$ cat config.mk
export PLATFORM = sky130hd
export DESIGN_NAME = ex_mdu
export DESIGN_NICKNAME = d
export VERILOG_FILES = /design/src/rtl/ex_mdu.sv
export SDC_FILE = /design/constraint.sdc
export NUM_CORES = 1
export LEC_CHECK = 0
export ABC_AREA = 1
export CAP_MARGIN = 20
export CORE_MARGIN = 4
export CORE_UTILIZATION = 35
export CTS_BUF_LIST = sky130_fd_sc_hd__clkbuf_16
export DETAILED_ROUTE_END_ITERATION = 10
export DONT_BUFFER_PORTS = 1
export HOLD_SLACK_MARGIN = 0.06
export PLACE_DENSITY_LB_ADDON = 0.12
export SYNTH_ARGS = -nofsm -noshare
export SYNTH_HDL_FRONTEND = slang
export SYNTH_SLANG_ARGS = --single-unit
$ cat constraint.sdc
create_clock -name clk -period 18.41 [get_ports clk]
set_input_delay 3.682 -clock clk [delete_from_list [all_inputs] [get_ports clk]]
set_output_delay 3.682 -clock clk [all_outputs]
set_load 0.005 [all_outputs]
$ cat src/rtl/ex_mdu.sv
// ex_mdu: iterative RV32M multiply/divide unit for the EX stage.
// Radix-2^BPC shift-add multiply and restoring divide operate on operand
// magnitudes. Signs are applied once, when the result is latched on DONE entry.
// Divide-by-zero and signed overflow bypass the iteration.
module ex_mdu #(
  parameter int XLEN = 32,
  parameter int BPC  = 1
) (
  input  logic            clk,
  input  logic            rst,
  input  logic            start_i,
  input  logic [2:0]      op_i,
  input  logic [XLEN-1:0] rs1_i,
  input  logic [XLEN-1:0] rs2_i,
  input  logic [4:0]      wd_i,
  input  logic            flush_i,
  output logic            busy_o,
  output logic            stall_o,
  output logic            done_o,
  output logic [XLEN-1:0] result_o,
  output logic [4:0]      wd_o
);

  localparam int CNT = XLEN / BPC;
  localparam int CW  = $clog2(CNT + 1);
  localparam logic [XLEN-1:0] MIN_NEG = {1'b1, {(XLEN-1){1'b0}}};

  typedef enum logic [1:0] {IDLE, CALC, DONE} state_t;

  state_t              state_q, state_nxt;
  logic [2:0]          op_q;
  logic [4:0]          wd_q;
  logic                neg_q;      // product / quotient must be negated
  logic                negr_q;     // remainder must be negated (dividend sign)
  logic [XLEN-1:0]     b_q;        // multiplicand (mul) or divisor (div)
  logic [2*XLEN-1:0]   acc_q;      // {hi, lo}: product/multiplier or remainder/quotient
  logic [CW-1:0]       cnt_q;
  logic [XLEN-1:0]     res_q;      // result captured on DONE entry
  logic [XLEN-1:0]     res_out_q;  // last result actually delivered
  logic [4:0]          wd_out_q;

  logic                accept;
  logic                is_div;
  logic                sgn_a, sgn_b;
  logic [XLEN-1:0]     mag_a, mag_b;
  logic                div_zero, div_ovf, special;
  logic [XLEN-1:0]     special_res;
  logic [2*XLEN-1:0]   acc_nxt;
  logic [XLEN-1:0]     fin_res;

  // Two's complement negation helpers for single and double width values.
  function automatic logic [XLEN-1:0] neg_x(input logic [XLEN-1:0] v);
    return ~v + XLEN'(1);
  endfunction

  function automatic logic [2*XLEN-1:0] neg_2x(input logic [2*XLEN-1:0] v);
    return ~v + (2*XLEN)'(1);
  endfunction

  // Launch decode: operand signs, magnitudes and the divide short-circuits.
  always_comb begin
    accept      = (state_q == IDLE) && start_i && !flush_i;
    is_div      = op_i[2];
    sgn_a       = rs1_i[XLEN-1] &&
                  (op_i == 3'd1 || op_i == 3'd2 || op_i == 3'd4 || op_i == 3'd6);
    sgn_b       = rs2_i[XLEN-1] &&
                  (op_i == 3'd1 || op_i == 3'd4 || op_i == 3'd6);
    mag_a       = sgn_a ? neg_x(rs1_i) : rs1_i;
    mag_b       = sgn_b ? neg_x(rs2_i) : rs2_i;
    div_zero    = is_div && (rs2_i == '0);
    div_ovf     = is_div && !op_i[0] && (rs1_i == MIN_NEG) && (rs2_i == '1);
    special     = div_zero || div_ovf;
    special_res = '0;
    if (div_zero)
      special_res = op_i[1] ? rs1_i : '1;
    else
      special_res = op_i[1] ? '0 : rs1_i;
  end

  // One CALC iteration: BPC multiplier digits retired, or BPC quotient bits.
  always_comb begin
    logic [XLEN+BPC-1:0] sum;
    logic [XLEN:0]       r;
    logic [XLEN-1:0]     q;
    sum = {{BPC{1'b0}}, acc_q[2*XLEN-1:XLEN]} +
          ({{BPC{1'b0}}, b_q} * {{XLEN{1'b0}}, acc_q[BPC-1:0]});
    r   = {1'b0, acc_q[2*XLEN-1:XLEN]};
    q   = acc_q[XLEN-1:0];
    for (int i = 0; i < BPC; i++) begin
      r = {r[XLEN-1:0], q[XLEN-1]};
      q = {q[XLEN-2:0], 1'b0};
      if (r >= {1'b0, b_q}) begin
        r    = r - {1'b0, b_q};
        q[0] = 1'b1;
      end
    end
    if (op_q[2])
      acc_nxt = {r[XLEN-1:0], q};
    else
      acc_nxt = {sum, acc_q[XLEN-1:BPC]};
  end

  // Final result selection with sign correction from the last iteration.
  always_comb begin
    logic [2*XLEN-1:0] prod;
    prod    = neg_q ? neg_2x(acc_nxt) : acc_nxt;
    fin_res = '0;
    if (!op_q[2])
      fin_res = (op_q[1:0] == 2'b00) ? prod[XLEN-1:0] : prod[2*XLEN-1:XLEN];
    else if (op_q[1])
      fin_res = negr_q ? neg_x(acc_nxt[2*XLEN-1:XLEN]) : acc_nxt[2*XLEN-1:XLEN];
    else
      fin_res = neg_q ? neg_x(acc_nxt[XLEN-1:0]) : acc_nxt[XLEN-1:0];
  end

  // State register.
  always_ff @(posedge clk or posedge rst) begin
    if (rst)
      state_q <= IDLE;
    else
      state_q <= state_nxt;
  end

  // Next-state logic; flush always returns to IDLE.
  always_comb begin
    state_nxt = state_q;
    case (state_q)
      IDLE: if (accept) state_nxt = special ? DONE : CALC;
      CALC: begin
        if (flush_i)
          state_nxt = IDLE;
        else if (cnt_q == CW'(1))
          state_nxt = DONE;
      end
      DONE:    state_nxt = IDLE;
      default: state_nxt = IDLE;
    endcase
  end

  // Handshake outputs; a flush in DONE suppresses the pulse.
  always_comb begin
    busy_o   = (state_q != IDLE);
    stall_o  = start_i || (state_q == CALC);
    done_o   = (state_q == DONE) && !flush_i;
    result_o = (state_q == DONE) ? res_q : res_out_q;
    wd_o     = (state_q == DONE) ? wd_q  : wd_out_q;
  end

  // Operand latching, iteration and result capture.
  always_ff @(posedge clk or posedge rst) begin
    if (rst) begin
      op_q      <= '0;
      wd_q      <= '0;
      neg_q     <= 1'b0;
      negr_q    <= 1'b0;
      b_q       <= '0;
      acc_q     <= '0;
      cnt_q     <= '0;
      res_q     <= '0;
      res_out_q <= '0;
      wd_out_q  <= '0;
    end else begin
      case (state_q)
        IDLE: begin
          if (accept) begin
            op_q   <= op_i;
            wd_q   <= wd_i;
            neg_q  <= sgn_a ^ sgn_b;
            negr_q <= sgn_a;
            cnt_q  <= CW'(CNT);
            if (is_div) begin
              acc_q <= {{XLEN{1'b0}}, mag_a};
              b_q   <= mag_b;
            end else begin
              acc_q <= {{XLEN{1'b0}}, mag_b};
              b_q   <= mag_a;
            end
            if (special)
              res_q <= special_res;
          end
        end
        CALC: begin
          if (!flush_i) begin
            acc_q <= acc_nxt;
            cnt_q <= cnt_q - CW'(1);
            if (cnt_q == CW'(1))
              res_q <= fin_res;
          end
        end
        DONE: begin
          if (!flush_i) begin
            res_out_q <= res_q;
            wd_out_q  <= wd_q;
          end
        end
        default: ;
      endcase
    end
  end

endmodule

==> flow_metrics.tcl, run 1 <==
set metrics [dict create \
    syn-mean-instance-area_um2 5.88 \
    power.leakage_nw 11.4 \
    report.final.hold_viol_count 0 \
    grt_setup_unrepaired "false" \
    area.growth.synth_to_final_pct 5.60 \
    clock_tree.htree_level_count 4 \
    synth_cell_type_count 57 \
    crit_arrival_ps 3860 \
    grt_antenna_before_repair 0 \
    first_global_vias 21400 \
    clock_sinks 183 \
    run_status "finished clean" \
    routed_wl_mm 94.9 \
    placement_rows 89 \
    final.min_clock_period_ps 7550 \
    cts_tree "built" \
    post-route-drc-count 0 \
    vdd_ir_drop_max_mv 0.144 \
    post_layout_nonfiller_instances 4238 \
    maxSlewHeadroom_pct 25.8 \
    cp.buffers_inverters 0 \
    crit_path_cell_chain "nor2_1" \
    maxSlewViolCount 0 \
    globalRoute.totalOverflow 0 \
    synth_seq_area_share_pct 21.9 \
    worstMarginPinSlew_ps 1100 \
    cts_resized 0 \
    number_of_enable_type_register_cells_in_the_synthesized_netlist 0 \
    report.power.total_mw 5.23 \
    clk_transition_reported_paths_ps 70 \
    antenna-diode-count 0 \
    insertion_delay_ps 490 \
    fin_nets 3601 \
    hold_path.class "flop to flop" \
    synthesis.yosys.warnings 0 \
    clock-root-buffer "clkbuf_16" \
    globalplace.congestion 1.01 \
    worstPathRequired_ps 14730 \
    pwr_density_cell_nw_per_um2 237 \
    critPathMaxStageDelay_ps 180 \
    synth_fp_nets 3703 \
    postSynthCellCount 3554 \
    clock_tree.buffer_depth 2 \
    cp_slowest_cell "nor2_1" \
    synth_top_cell_by_area "dfrtp_1" \
    crit_share_post_route_pct 41.0 \
    cts_buffers 17 \
    port_buffers 0 \
    routedWlPerCell_um 22.4 \
    postRouteAntennaNets 0 \
    max_cap_violations 0 \
    setup_viol 0 \
    die-width_um 252 \
    numPlacedInstances 4204 \
    grt_start_max_net_pins 110 \
    critPathLaunchType "input port" \
    detailed_place_hpwl_mm 75.1 \
    max_clock_freq_mhz 133 \
    core_region_area_um2 59000 \
    via_count 23400 \
    worstPathMaxFanout 3 \
    wire_length_of_the_first_global_routing_pass_mm 140 \
    critical_path_sink_type "output pin" \
    synth_top_cells_by_area "dfrtp_1 (22%), nand2_1 (20%), inv_1 (8.8%)" \
    postCtsHoldBufs 0 \
    synthDominantCellAreaShare_pct 21.9 \
    setup_tns_final_ps 0 \
    dr.pass1.iters 6 \
    start_util_pct 35.4 \
    ys_dominant_reg_cell "dfrtp_1" \
    drtIter0Drc 2381 \
    critPathTopFamily "simple AND/OR/NAND/NOR gates" \
    synth_seq_cells 183 \
    groute.usage.overall_pct 29.2 \
    syn-cell-area_um2 20900 \
    die_height_um 252 \
    route.detailed.vias_per_inst 5.52 \
    postSynth.asyncResetShare_pct 100 \
    die-area_um2 63700 \
    cts_setup_buffers 0 \
    drive_gt1_share_pct 5.63 \
    timing.setup.critical_path_class "input port to output pin" \
    skew_ps 12.5 \
    io_pins 116 \
]
[area by class of cell]
type / instances / area, um^2
clock buffers: 17 / 425
repair buffers: 30 / 258
fillers: 6751 / 37000
multi-input cells: 2715 / 13800
clock inverters: 15 / 171
flip-flops and latches: 183 / 4580
inverters: 505 / 1900
well taps: 773 / 967
[path summary, 6_finish.rpt]
kind,startpoint,end,slack (ps),cells past startpoint
max,flush_i,done_o,10860,1
min,res_q[12],res_q[12],480,2
max reg2reg,b_q[6],res_q[18],13080,30
min reg2reg,res_q[12],res_q[12],480,2
max in group asynchronous,rst,neg_q,13970,3
min in group asynchronous,rst,acc_q[51],3220,1
[per-layer routing]
| layer | GRT usage [%] | vias up | routed length [um] |
|---|---|---|---|
| met5 | 0 | - | 0 |
| met4 | 13.6 | 0 | 5000 |
| met3 | 4.36 | 169 | 6270 |
| met2 | 45.3 | 899 | 41700 |
| met1 | 40.2 | 11000 | 41900 |
| li1 | - | 11300 | - |
[report_power, final]
| part | internal (mW) | switching [mW] |
|---|---|---|
| Sequential | 0.589 | 0.197 |
| Clock | 0.203 | 0.186 |
| Combinational | 1.14 | 2.92 |
| Total | 1.93 | 3.30 |
[cell usage after synthesis, drive strengths merged (3+ instances only)]
cell and n:
o31ai 3, nand3 323, nand3b 14, nor3 39, nand4 63, nor2 316
o21bai 10, clkbuf 107, and2 7, xnor2 23, clkinv 4, o211ai 31
o21ai 268, dfrtp 183, nand2 1150, a31oi 26, inv 501, a22oi 29
or2 20, o22ai 38, nor4 21, a21oi 123, a21boi 3, o2111ai 3
a221o 9, ha 71, xor2 92, buf 44, o221ai 21
[metrics by stage]
step           hold WS [ps]  instance area, um^2  utilization [%]  setup slack (ps)
3_3_place_gp            465                21400             36.3             10850
5_1_grt                 508                22100             37.4             10850
2_1_floorplan           449                20900                -              9760
6_report                481                22100             37.4             10860
3_5_place_dp            468                21400             36.3             10860
4_1_cts                 486                22000             37.3             10860
[cells in the final DEF (no fill, tap or decap), types with 4 or more instances in the layout]
cell type	n
o21ai_2	4
a22oi_1	29
o21bai_1	10
a21oi_1	122
xnor2_1	23
o22ai_1	38
nand2_2	29
o221ai_1	21
nand3_2	20
dfrtp_1	181
clkinv_1	5
inv_1	485
o21ai_1	19
xor2_1	92
o21ai_0	244
nand4_1	63
nor2_2	28
clkbuf_16	17
nand3_1	303
inv_8	4
and2_1	7
a31oi_1	26
buf_4	28
or2_2	18
nand3b_1	14
nand2_1	1117
nor3_1	36
nor4_1	21
nor2_4	6
ha_1	71
a221o_1	9
o211ai_1	31
inv_2	15
nor2_1	281
clkinvlp_4	4
[sequential cells by signal, summed over array words and instances, names as in the netlist]
register	flops
acc_q	64
neg_q	1
state_q	2
op_q	3
res_q	32
wd_out_q	5
negr_q	1
res_out_q	32
b_q	32
cnt_q	6
wd_q	5
[cells by family (layout without fill, tap and decap cells)]
logic type / Yosys count / count (layout) / share of synthesized area (%)
compound gates: 570 / 570 / 15.8
xor+xnor: 115 / 115 / 4.82
fa+ha+maj: 73 / 73 / 4.44
buf+inv: 656 / 567 / 12.4
flops: 183 / 183 / 21.9
mux: 1 / 1 / 0.0479
simple gates: 1956 / 1956 / 40.6
(Power assumes the default switching activity.)
==> run 2, diff against run 1 <==
Clock period 18.41 ns to 7.5 ns, I/O delays scaled along.
==> run 2 against run 1 <==
- clock skew grew 10 ps
- largest power group unchanged
- largest cell class unchanged
- core utilization hardly changed
- sequential power increased by 140%
==> flow_metrics.tcl, run 2 (synthesized netlist as in run 1, its figures left out) <==
set metrics [dict create \
    max_cap_violations 0 \
    post-route-drc-count 0 \
    ff_latch_area_um2 4580 \
    final.min_clock_period_ps 5090 \
    vdd_ir_drop_max_mv 0.324 \
    cell_internal_pwr_mw 4.74 \
    crit_share_post_route_pct 67.8 \
    maxSlewHeadroom_pct 27.7 \
    die-area_um2 63700 \
    globalplace.congestion 0.994 \
    largest_register_ffs 64 \
    dr.pass1.iters 6 \
    cts_resized 0 \
    die-width_um 252 \
    critPathMaxStageDelay_ps 530 \
    power.leakage_nw 11.4 \
    cp_slowest_cell "nor2_8" \
    drtIter0Drc 2750 \
    setup_viol 0 \
    placement_rows 89 \
    drive_gt1_share_pct 5.63 \
    critical_path_sink_type "flop" \
    setup_tns_final_ps 0 \
    max_flop_register "acc_q" \
    power.share.switching_pct 63.3 \
    detailed_place_hpwl_mm 75.8 \
    start_util_pct 35.4 \
    fin_nets 3600 \
    via_count 23300 \
    cts_tree "built" \
    routed_wl_mm 95.0 \
    worstPathMaxFanout 37 \
    grt_antenna_before_repair 0 \
    cts_buffers 17 \
    worstMarginPinSlew_ps 1070 \
    pwr_density_cell_nw_per_um2 585 \
    area.growth.synth_to_final_pct 5.56 \
    clock_sinks 183 \
    core_region_area_um2 59000 \
    skew_ps 23.0 \
    p_seq_share_pct 14.5 \
    io_pins 116 \
    grt_setup_unrepaired "false" \
    cell_type_with_the_highest_occurrence_count_on_the_critical_path "nand2_1" \
    clk_transition_reported_paths_ps 70 \
    worstPathRequired_ps 7890 \
    timing.setup.critical_path_class "flop to flop" \
    layout_commonest_cell "nand2_1" \
    die_height_um 252 \
    grt_start_max_net_pins 76 \
    clock_tree.buffer_depth 2 \
    insertion_delay_ps 510 \
    crit_arrival_ps 5470 \
    postCtsHoldBufs 0 \
    report.final.hold_viol_count 0 \
    run_status "finished clean" \
    routedWlPerCell_um 22.4 \
    groute.usage.overall_pct 29.3 \
    final_cell_mix "nand2_1 (1117), inv_1 (485), nand3_1 (303), nor2_1 (281), o21ai_0 (244)" \
    fillerInstances 6724 \
    hold_path.class "flop to flop" \
    max_clock_freq_mhz 197 \
    power.combinational.fraction_pct 77.8 \
    wire_length_of_the_first_global_routing_pass_mm 141 \
    maxSlewViolCount 0 \
    port_buffers 0 \
    fin_hold_ws_ps 480 \
    power_frac_clock_pct 7.7 \
    postRouteAntennaNets 0 \
    clock-root-buffer "clkbuf_16" \
    globalRoute.totalOverflow 0 \
    critPathLaunchType "flop" \
    multi_input_comb_area_um2 13800 \
    route.detailed.vias_per_inst 5.50 \
    cts_setup_buffers 0 \
    p_sw_mw 8.16 \
    clock_tree.htree_level_count 4 \
    first_global_vias 21700 \
]
-- run 2: cell types whose count changed in the layout (fill, tap and decap cells not counted) --
cell        change
buf_16          -1
diode_2         +1
inv_6           +3
clkinv_2        -1
clkinv_1        -1
clkinvlp_4      -2
clkinv_4        +1
buf_4           -1
buf_6           +1
-- run 2: layout make-up --
type / count / share of cell area, %
Timing Repair Buffer: 29 / 1.06
Antenna cell: 1 / 0.0113
Multi-Input combinational cell: 2715 / 62.4
Inverter: 505 / 8.63
Tap cell: 773 / 4.39
Clock buffer: 17 / 1.93
Sequential cell: 183 / 20.8
Clock inverter: 15 / 0.828
-- run 2: worst max-delay path: cells and delay by family, from the launching register on --
family	cells	cell delay [ps]
and+or+nand+nor	26	3430
buffers and inverters	2	150
DFF	1	510
AOI/OAI and AO/OA	1	240
adders and majority gates	2	630
-- run 2: stage by stage --
stage	setup slack (ps)	utilization (%)	instances	power, mW	area, um^2
global route	2000	37.4	4237	14.0	22100
CTS	2530	37.3	4236	12.7	22000
floorplan	1030	-	3554	8.55	20900
global placement	2520	36.3	4203	11.7	21400
finish	2410	37.4	4238	12.9	22100
detailed placement	2540	36.3	4204	11.7	21400
-- run 2: per-layer routing --
metal / GRT usage (%) / share of wire [%]
met1: 41.3 / 45
met2: 44.5 / 43
met3: 3.99 / 7.3
met4: 13.5 / 5.1
met5: 0 / 0
-- run 2: worst paths after layout --
| kind | from | slack (ps) | end | cells past startpoint |
|---|---|---|---|---|
| setup / recovery | b_q[29] | 2410 | res_q[30] | 31 |
| hold / removal | res_q[25] | 480 | res_q[25] | 2 |
| setup reg to reg | b_q[29] | 2410 | res_q[30] | 31 |
| hold reg to reg | res_q[25] | 480 | res_q[25] | 2 |
| max in group asynchronous | rst | 5090 | op_q[2] | 2 |
| min in group asynchronous | rst | 910 | res_out_q[26] | 1 |
-- run 2: power by group through the flow --
stage / clock network (mW) / registers, mW / logic (mW)
global placement: 0 / 1.86 / 9.87
floorplan: 0 / 1.67 / 6.89
global route: 1.05 / 1.91 / 11.0
CTS: 1.02 / 1.85 / 9.85
finish: 0.992 / 1.87 / 10.0
detailed placement: 0 / 1.87 / 9.81
